$ cat config.mk
export PLATFORM = sky130hd
export DESIGN_NAME = main_divider_seq
export DESIGN_NICKNAME = d
export VERILOG_FILES = /design/src/rtl/div_pkg.sv /design/src/rtl/div_step.sv /design/src/rtl/main_divider_seq.sv
export SDC_FILE = /design/constraint.sdc
export NUM_CORES = 1
export LEC_CHECK = 0
export ABC_AREA = 0
export CAP_MARGIN = 0
export CELL_PAD_IN_SITES_DETAIL_PLACEMENT = 1
export CELL_PAD_IN_SITES_GLOBAL_PLACEMENT = 1
export CORE_UTILIZATION = 42
export CTS_CLUSTER_DIAMETER = 200
export DETAILED_ROUTE_END_ITERATION = 8
export HOLD_SLACK_MARGIN = 0.15
export PLACE_DENSITY = 0.95
export SLEW_MARGIN = 20
export SYNTH_ARGS = -nofsm -noshare
export SYNTH_HDL_FRONTEND = slang
export SYNTH_SLANG_ARGS = --single-unit
$ cat constraint.sdc
create_clock -name clk -period 3.55 [get_ports clk]
set_clock_uncertainty 0.05 [all_clocks]
set_input_delay 0.5325 -clock clk [delete_from_list [all_inputs] [get_ports clk]]
set_output_delay 0.5325 -clock clk [all_outputs]
set_load 0.005 [all_outputs]
$ cat src/rtl/div_pkg.sv
// -----------------------------------------------------------------------------
// div_pkg
// Shared definitions for the sequential restoring divider: FSM state encoding,
// operand widths and the saturated quotient value returned on the
// divide-by-zero and overflow paths.
// -----------------------------------------------------------------------------
package div_pkg;

    localparam int DIV_DW = 16;    // dividend width
    localparam int DIV_QW = 8;     // divisor / quotient / remainder width

    localparam logic [DIV_QW-1:0] DIV_QSAT = 8'hFF;

    typedef enum logic [1:0] {
        IDLE = 2'd0,
        CALC = 2'd1,
        DONE = 2'd2
    } div_state_e;

endpackage : div_pkg

$ cat src/rtl/div_step.sv
// -----------------------------------------------------------------------------
// div_step
// One combinational restoring-division step.
//   i_rem      : current partial remainder R (always < i_divisor)
//   i_divisor  : divisor
//   i_bit      : next dividend bit, MSB first
//   o_rem      : partial remainder after this step
//   o_qbit     : quotient bit produced by this step
// -----------------------------------------------------------------------------
module div_step
    import div_pkg::*;
(
    input  logic [DIV_QW-1:0] i_rem,
    input  logic [DIV_QW-1:0] i_divisor,
    input  logic              i_bit,
    output logic [DIV_QW-1:0] o_rem,
    output logic              o_qbit
);

    logic [DIV_QW:0]   w_shift;   // {R, bit}; 9 bits suffice because R < divisor
    logic [DIV_QW+1:0] w_diff;    // signed-width trial subtraction

    always_comb begin
        w_shift = {i_rem, i_bit};
        w_diff  = {1'b0, w_shift} - {2'b00, i_divisor};
        // A clear sign bit means the subtraction fits; the difference is then
        // below the divisor, so its low 8 bits hold the whole value.
        if (!w_diff[DIV_QW+1]) begin
            o_rem  = w_diff[DIV_QW-1:0];
            o_qbit = 1'b1;
        end else begin
            o_rem  = w_shift[DIV_QW-1:0];
            o_qbit = 1'b0;
        end
    end

endmodule : div_step

$ cat src/rtl/main_divider_seq.sv
// -----------------------------------------------------------------------------
// main_divider_seq
// Sequential restoring divider, 16-bit dividend / 8-bit divisor, one quotient
// bit per clock, valid/ready on both sides.
//   clk, rst_n          : clock, asynchronous active-low reset
//   in_valid / in_ready : request handshake (dividend, divisor sampled on accept)
//   out_valid/out_ready : result handshake (quotient, remainder, flags)
//   div_by_zero         : divisor was zero (quotient saturated, remainder = dividend[7:0])
//   overflow            : true quotient exceeds 8 bits (quotient saturated, remainder 0)
// -----------------------------------------------------------------------------
module main_divider_seq
    import div_pkg::*;
#(
    parameter int DW = DIV_DW,
    parameter int QW = DIV_QW
) (
    input  logic          clk,
    input  logic          rst_n,
    input  logic          in_valid,
    output logic          in_ready,
    input  logic [DW-1:0] dividend,
    input  logic [QW-1:0] divisor,
    output logic          out_valid,
    input  logic          out_ready,
    output logic [QW-1:0] quotient,
    output logic [QW-1:0] remainder,
    output logic          div_by_zero,
    output logic          overflow
);

    div_state_e  r_state;
    div_state_e  w_next_state;
    logic [2:0]  r_cnt;
    logic [QW-1:0] r_divisor;
    logic [QW-1:0] r_dvd_lo;     // low dividend byte, shifted left to feed bits MSB first
    logic [QW-1:0] r_rem;
    logic [QW-1:0] r_quot;
    logic          r_dz;
    logic          r_ov;

    logic          w_accept;
    logic          w_is_zero;
    logic          w_is_ovf;
    logic [QW-1:0] w_step_rem;
    logic          w_step_qbit;

    assign w_accept  = (r_state == IDLE) && in_valid;
    assign w_is_zero = (divisor == '0);
    // With a nonzero divisor the quotient fits in 8 bits only if the high
    // dividend byte is strictly below the divisor.
    assign w_is_ovf  = !w_is_zero && (dividend[DW-1:QW] >= divisor);

    div_step u_step (
        .i_rem     (r_rem),
        .i_divisor (r_divisor),
        .i_bit     (r_dvd_lo[QW-1]),
        .o_rem     (w_step_rem),
        .o_qbit    (w_step_qbit)
    );

    // State register.
    // NOTE: sequential state uses non-blocking assignments so every flop sees
    // pre-edge values regardless of statement order.
    always_ff @(posedge clk or negedge rst_n) begin
        if (!rst_n) r_state <= IDLE;
        else        r_state <= w_next_state;
    end

    // Next-state logic.
    // NOTE: the default assignment first keeps this block free of inferred latches.
    always_comb begin
        w_next_state = r_state;
        case (r_state)
            IDLE: if (in_valid) w_next_state = (w_is_zero || w_is_ovf) ? DONE : CALC;
            CALC: if (r_cnt == 3'd0) w_next_state = DONE;
            DONE: if (out_ready) w_next_state = IDLE;
            default: w_next_state = IDLE;
        endcase
    end

    // Output decode: pure functions of the registered state, so neither
    // handshake output depends combinationally on an input.
    always_comb begin
        in_ready  = (r_state == IDLE);
        out_valid = (r_state == DONE);
    end

    // Datapath registers.
    always_ff @(posedge clk or negedge rst_n) begin
        if (!rst_n) begin
            r_cnt     <= 3'd0;
            r_divisor <= '0;
            r_dvd_lo  <= '0;
            r_rem     <= '0;
            r_quot    <= '0;
            r_dz      <= 1'b0;
            r_ov      <= 1'b0;
        end else if (w_accept) begin
            r_divisor <= divisor;
            r_dvd_lo  <= dividend[QW-1:0];
            r_dz      <= w_is_zero;
            r_ov      <= w_is_ovf;
            if (w_is_zero) begin
                r_quot <= DIV_QSAT;
                r_rem  <= dividend[QW-1:0];
            end else if (w_is_ovf) begin
                r_quot <= DIV_QSAT;
                r_rem  <= '0;
            end else begin
                r_quot <= '0;
                r_rem  <= dividend[DW-1:QW];
                r_cnt  <= 3'd7;
            end
        end else if (r_state == CALC) begin
            r_rem    <= w_step_rem;
            r_quot   <= {r_quot[QW-2:0], w_step_qbit};
            r_dvd_lo <= {r_dvd_lo[QW-2:0], 1'b0};
            if (r_cnt != 3'd0) r_cnt <= r_cnt - 3'd1;
        end
    end

    assign quotient    = r_quot;
    assign remainder   = r_rem;
    assign div_by_zero = r_dz;
    assign overflow    = r_ov;

endmodule : main_divider_seq
==> metrics.txt <==
# TYPE chip_impl_metric gauge
chip_impl_metric{name="h_tree_level_count",unit=""} 2
chip_impl_metric{name="worst-endpoint-arrival",unit="ns"} 3.05
chip_impl_metric{name="fill_cells",unit=""} 600
chip_impl_metric{name="synth_area_per_cell",unit="um2"} 9.33
chip_impl_metric{name="synthArstFlopShare",unit=""} 1.00
chip_impl_metric{name="seq_area_frac_synth",unit=""} 0.418
chip_impl_metric{name="timing.final.crit_share",unit=""} 0.817
chip_impl_metric{name="first_global_vias",unit=""} 2309
chip_impl_metric{name="placeable_core_region",unit="um2"} 5240
chip_impl_metric{name="achievable-frequency",unit="GHz"} 0.345
chip_impl_metric{name="chipWidth",unit="um"} 76.5
chip_impl_metric{name="nNetsFinal",unit=""} 347
chip_impl_metric{name="synth_fp_nets",unit=""} 297
chip_impl_metric{name="post_route_cells_drive_above_1_share",unit=""} 0.0598
chip_impl_metric{name="grt_pass1_wl",unit="um"} 12000
chip_impl_metric{name="post_synth_and_or_nand_nor_area_fraction",unit=""} 0.146
chip_impl_info{name="main_flop_type_after_synthesis",value="dfrtp_1"} 1
chip_impl_info{name="cp-end-kind",value="register"} 1
chip_impl_metric{name="required",unit="ns"} 3.69
chip_impl_metric{name="vias",unit=""} 2223
chip_impl_metric{name="switchingPower",unit="mW"} 1.30
chip_impl_metric{name="clk_pin_slew",unit="ns"} 0.09
chip_impl_metric{name="report.final.hold_viol_count",unit=""} 0
chip_impl_metric{name="detail_route.first_pass.iterations",unit=""} 4
chip_impl_info{name="path_type_of_the_worst_min_delay_path",value="input pin to asynchronous set/reset pin"} 1
chip_impl_metric{name="numPlacedInstances",unit=""} 363
chip_impl_metric{name="place_area",unit="um2"} 2880
chip_impl_metric{name="timing.max_cap.violations",unit=""} 0
chip_impl_metric{name="final_antenna_net_count",unit=""} 0
chip_impl_metric{name="initial_detailed_routing_violation_count",unit=""} 138
chip_impl_metric{name="maxSlewHeadroom",unit=""} 0.394
chip_impl_metric{name="net_switching_fraction_of_the_power",unit=""} 0.452
chip_impl_metric{name="synth.lib_cells_used.distinct",unit=""} 41
chip_impl_metric{name="cts_made_buffers",unit=""} 5
chip_impl_metric{name="synth_xor_xnor_area_share",unit=""} 0.0225
chip_impl_metric{name="antennaDiodeCount",unit=""} 0
chip_impl_metric{name="clk_path_buf_depth",unit=""} 2
chip_impl_metric{name="leakage",unit="nW"} 1.35
chip_impl_info{name="critPathKind",value="input pin to register"} 1
chip_impl_metric{name="grt_antenna_before_repair",unit=""} 0
chip_impl_metric{name="initial_util",unit=""} 0.445
chip_impl_metric{name="design.portCount",unit=""} 48
chip_impl_info{name="clk_root_buffer_cell",value="clkbuf_8"} 1
chip_impl_metric{name="gp_routability_congestion",unit=""} 0.815
chip_impl_metric{name="viasPerCell",unit=""} 5.99
chip_impl_metric{name="detailed_route_wire_length_per_cell",unit="um"} 20.2
chip_impl_metric{name="netlist_instances",unit=""} 250
chip_impl_metric{name="min_period",unit="ns"} 2.90
chip_impl_metric{name="worstRegToRegCells",unit=""} 7
chip_impl_metric{name="cell_internal_power_dissipation",unit="mW"} 1.57
chip_impl_metric{name="synth_warnings",unit=""} 0
chip_impl_metric{name="holdBufCountCts",unit=""} 0
chip_impl_info{name="cp-start-kind",value="input pin"} 1
chip_impl_metric{name="postRouteWirelength",unit="um"} 7480
chip_impl_metric{name="portBuffers",unit=""} 47
chip_impl_metric{name="fraction_of_the_mapped_netlist_area_in_compound_gates",unit=""} 0.235
chip_impl_info{name="cts_tree",value="done"} 1
chip_impl_info{name="status",value="complete, no violations"} 1
chip_impl_info{name="synth_top_family_by_area",value="compound AO/OA/AOI/OAI gates"} 1
chip_impl_metric{name="post-cts-setup-buffers",unit=""} 0
chip_impl_metric{name="power.density",unit="nW/um2"} 967
chip_impl_metric{name="grt_start_max_net_pins",unit=""} 40
chip_impl_metric{name="finalSetupTns",unit="ns"} 0
chip_impl_metric{name="core.rowCount",unit=""} 26
chip_impl_metric{name="ff_latch_area",unit="um2"} 976
chip_impl_metric{name="power.share.clock",unit=""} 0.106
chip_impl_metric{name="synthMuxAreaShare",unit=""} 0.0220
chip_impl_metric{name="worst-path-max-fanout",unit=""} 10
chip_impl_metric{name="ir_worst_vdd",unit="mV"} 0.461
chip_impl_metric{name="globalRouteTotalUtil",unit=""} 0.271
chip_impl_metric{name="final_cell_count_no_fill",unit=""} 371
chip_impl_metric{name="report.final.setup_viol",unit=""} 0
chip_impl_metric{name="synth-seq-cells",unit=""} 39
chip_impl_metric{name="worstSkewPairLatency",unit="ns"} 0.30
chip_impl_metric{name="syn_to_final_growth",unit="%"} 27.5
chip_impl_metric{name="mappedNetlistArea",unit="um2"} 2330
chip_impl_metric{name="hpwl",unit="um"} 5250
chip_impl_metric{name="cts_resized",unit=""} 0
chip_impl_metric{name="synth_edf_count",unit=""} 0
chip_impl_metric{name="worst_pin_slew",unit="ns"} 0.906
chip_impl_metric{name="synth_fa_ha_area_frac",unit=""} 0.105
chip_impl_metric{name="sinks_on_clock_net",unit=""} 39
chip_impl_metric{name="timing_max_transition_violations_final",unit=""} 0
chip_impl_metric{name="detail_route.drc_violations",unit=""} 0
chip_impl_metric{name="proportion_of_power_drawn_by_combinational_gates",unit=""} 0.602
chip_impl_metric{name="share_seq_of_total_power",unit=""} 0.292
chip_impl_metric{name="fp.dieH",unit="um"} 76.5
chip_impl_metric{name="multiInputGateArea",unit="um2"} 1240
chip_impl_metric{name="final_instance_area",unit="um2"} 2970
chip_impl_metric{name="floorplan.die_area",unit="um2"} 5860
chip_impl_info{name="unrepaired_setup_endpoints_after_global_routing",value="no"} 1
chip_impl_metric{name="grt_remaining_overflow",unit=""} 0
[synth_stat cells (2+ instances only)]
library cell,n,area share
inv_1,23,0.037
xnor2_1,3,0.011
nand2_1,37,0.060
o31ai_1,2,0.0064
o221ai_1,2,0.0075
a211o_1,2,0.0075
nand2b_1,4,0.011
a221oi_1,6,0.023
and3_1,2,0.0054
nor3_1,3,0.0064
a221o_1,9,0.039
a211oi_1,8,0.026
xor2_1,3,0.011
nor2_1,20,0.032
nor2b_1,3,0.0080
clkbuf_1,7,0.011
o21ai_0,15,0.032
or4_1,3,0.0097
a21oi_1,8,0.017
mux2i_1,4,0.017
dfrtp_1,39,0.42
a22oi_1,8,0.026
ha_1,18,0.097
a21o_1,4,0.013
[critical path, cell delays in order]
cell and delay, ns:
clkdlybuf4s50_1 0.51, inv_1 0.09, ha_1 0.31, and3_1 0.19
a221o_1 0.37, a211oi_4 0.55, nor2_2 0.17, a211o_1 0.32
[layout make-up]
class	count	share of cell area
sequential	39	0.328
multi-input combinational	180	0.417
clock inverter	3	0.00673
inverter	23	0.0290
timing repair buffer	51	0.167
tap	70	0.0295
clock buffer	5	0.0231
[cell usage in the layout (no fill, tap or decap), drive strengths merged, types with 2 or more instances in the layout]
cell type,Yosys,routed
a21oi,8,8
nand2,37,37
o21ai,15,15
and3,2,2
nand2b,4,4
clkdlybuf4s50,0,46
a221o,9,9
buf,1,5
or4,3,3
a21o,4,4
dfrtp,39,39
a211o,2,2
o221ai,2,2
inv,23,23
o31ai,2,2
clkbuf,7,5
a211oi,9,9
a22oi,8,8
ha,18,18
nor2b,3,3
clkinvlp,0,2
a221oi,6,6
nor2,21,21
nor3,4,4
xnor2,3,3
mux2i,4,4
xor2,3,3
[worst paths after layout]
check                      slack [ns]         start            to
max                              0.65    divisor[7]   quotient[0]
max reg2reg                      0.98  remainder[5]  remainder[0]
min in group clk                 0.44   r_dvd_lo[4]   r_dvd_lo[4]
min reg2reg                      0.44   r_dvd_lo[4]   r_dvd_lo[4]
max in group asynchronous        2.60         rst_n   div_by_zero
min                              0.29         rst_n   quotient[3]
[power groups by stage]
stage / registers, mW / clock network, mW / logic [mW]
after CTS: 0.833 / 0.307 / 1.73
after detailed placement: 0.832 / 0 / 1.68
final: 0.838 / 0.304 / 1.73
after floorplan: 0.793 / 0 / 1.08
after global routing: 0.860 / 0.329 / 1.87
after global placement: 0.821 / 0 / 1.56
[logic make-up after synthesis]
logic type | Yosys count
mux | 5
xor+xnor | 6
compound gates | 73
simple gates | 77
buf+inv | 31
flops | 39
fa+ha+maj | 19
[stage by stage]
stage | util | power [mW] | hold WS [ns] | setup WS [ns]
after global placement | 0.551 | 2.38 | 0.409 | 0.523
after floorplan | - | 1.87 | 0.187 | 1.22
after detailed placement | 0.551 | 2.51 | 0.424 | 0.430
after CTS | 0.568 | 2.87 | 0.319 | 0.677
after global routing | 0.568 | 3.06 | 0.358 | 0.531
final | 0.568 | 2.87 | 0.289 | 0.648
[registers in the layout, indices dropped and copies added (netlist names)]
name,flops
r_state,2
div_by_zero,1
overflow,1
remainder,8
r_cnt,3
r_divisor,8
quotient,8
r_dvd_lo,8
[metal layers]
metal / vias to the layer above / global-route usage / wire length [um] / part of all wire
met5: - / 0 / 0 / 0
met4: 0 / 0.148 / 378 / 0.051
met3: 30 / 0.0539 / 364 / 0.049
met2: 85 / 0.463 / 3710 / 0.50
met1: 1107 / 0.318 / 3020 / 0.40
li1: 1001 / - / - / -
(Power assumes the default switching activity.)
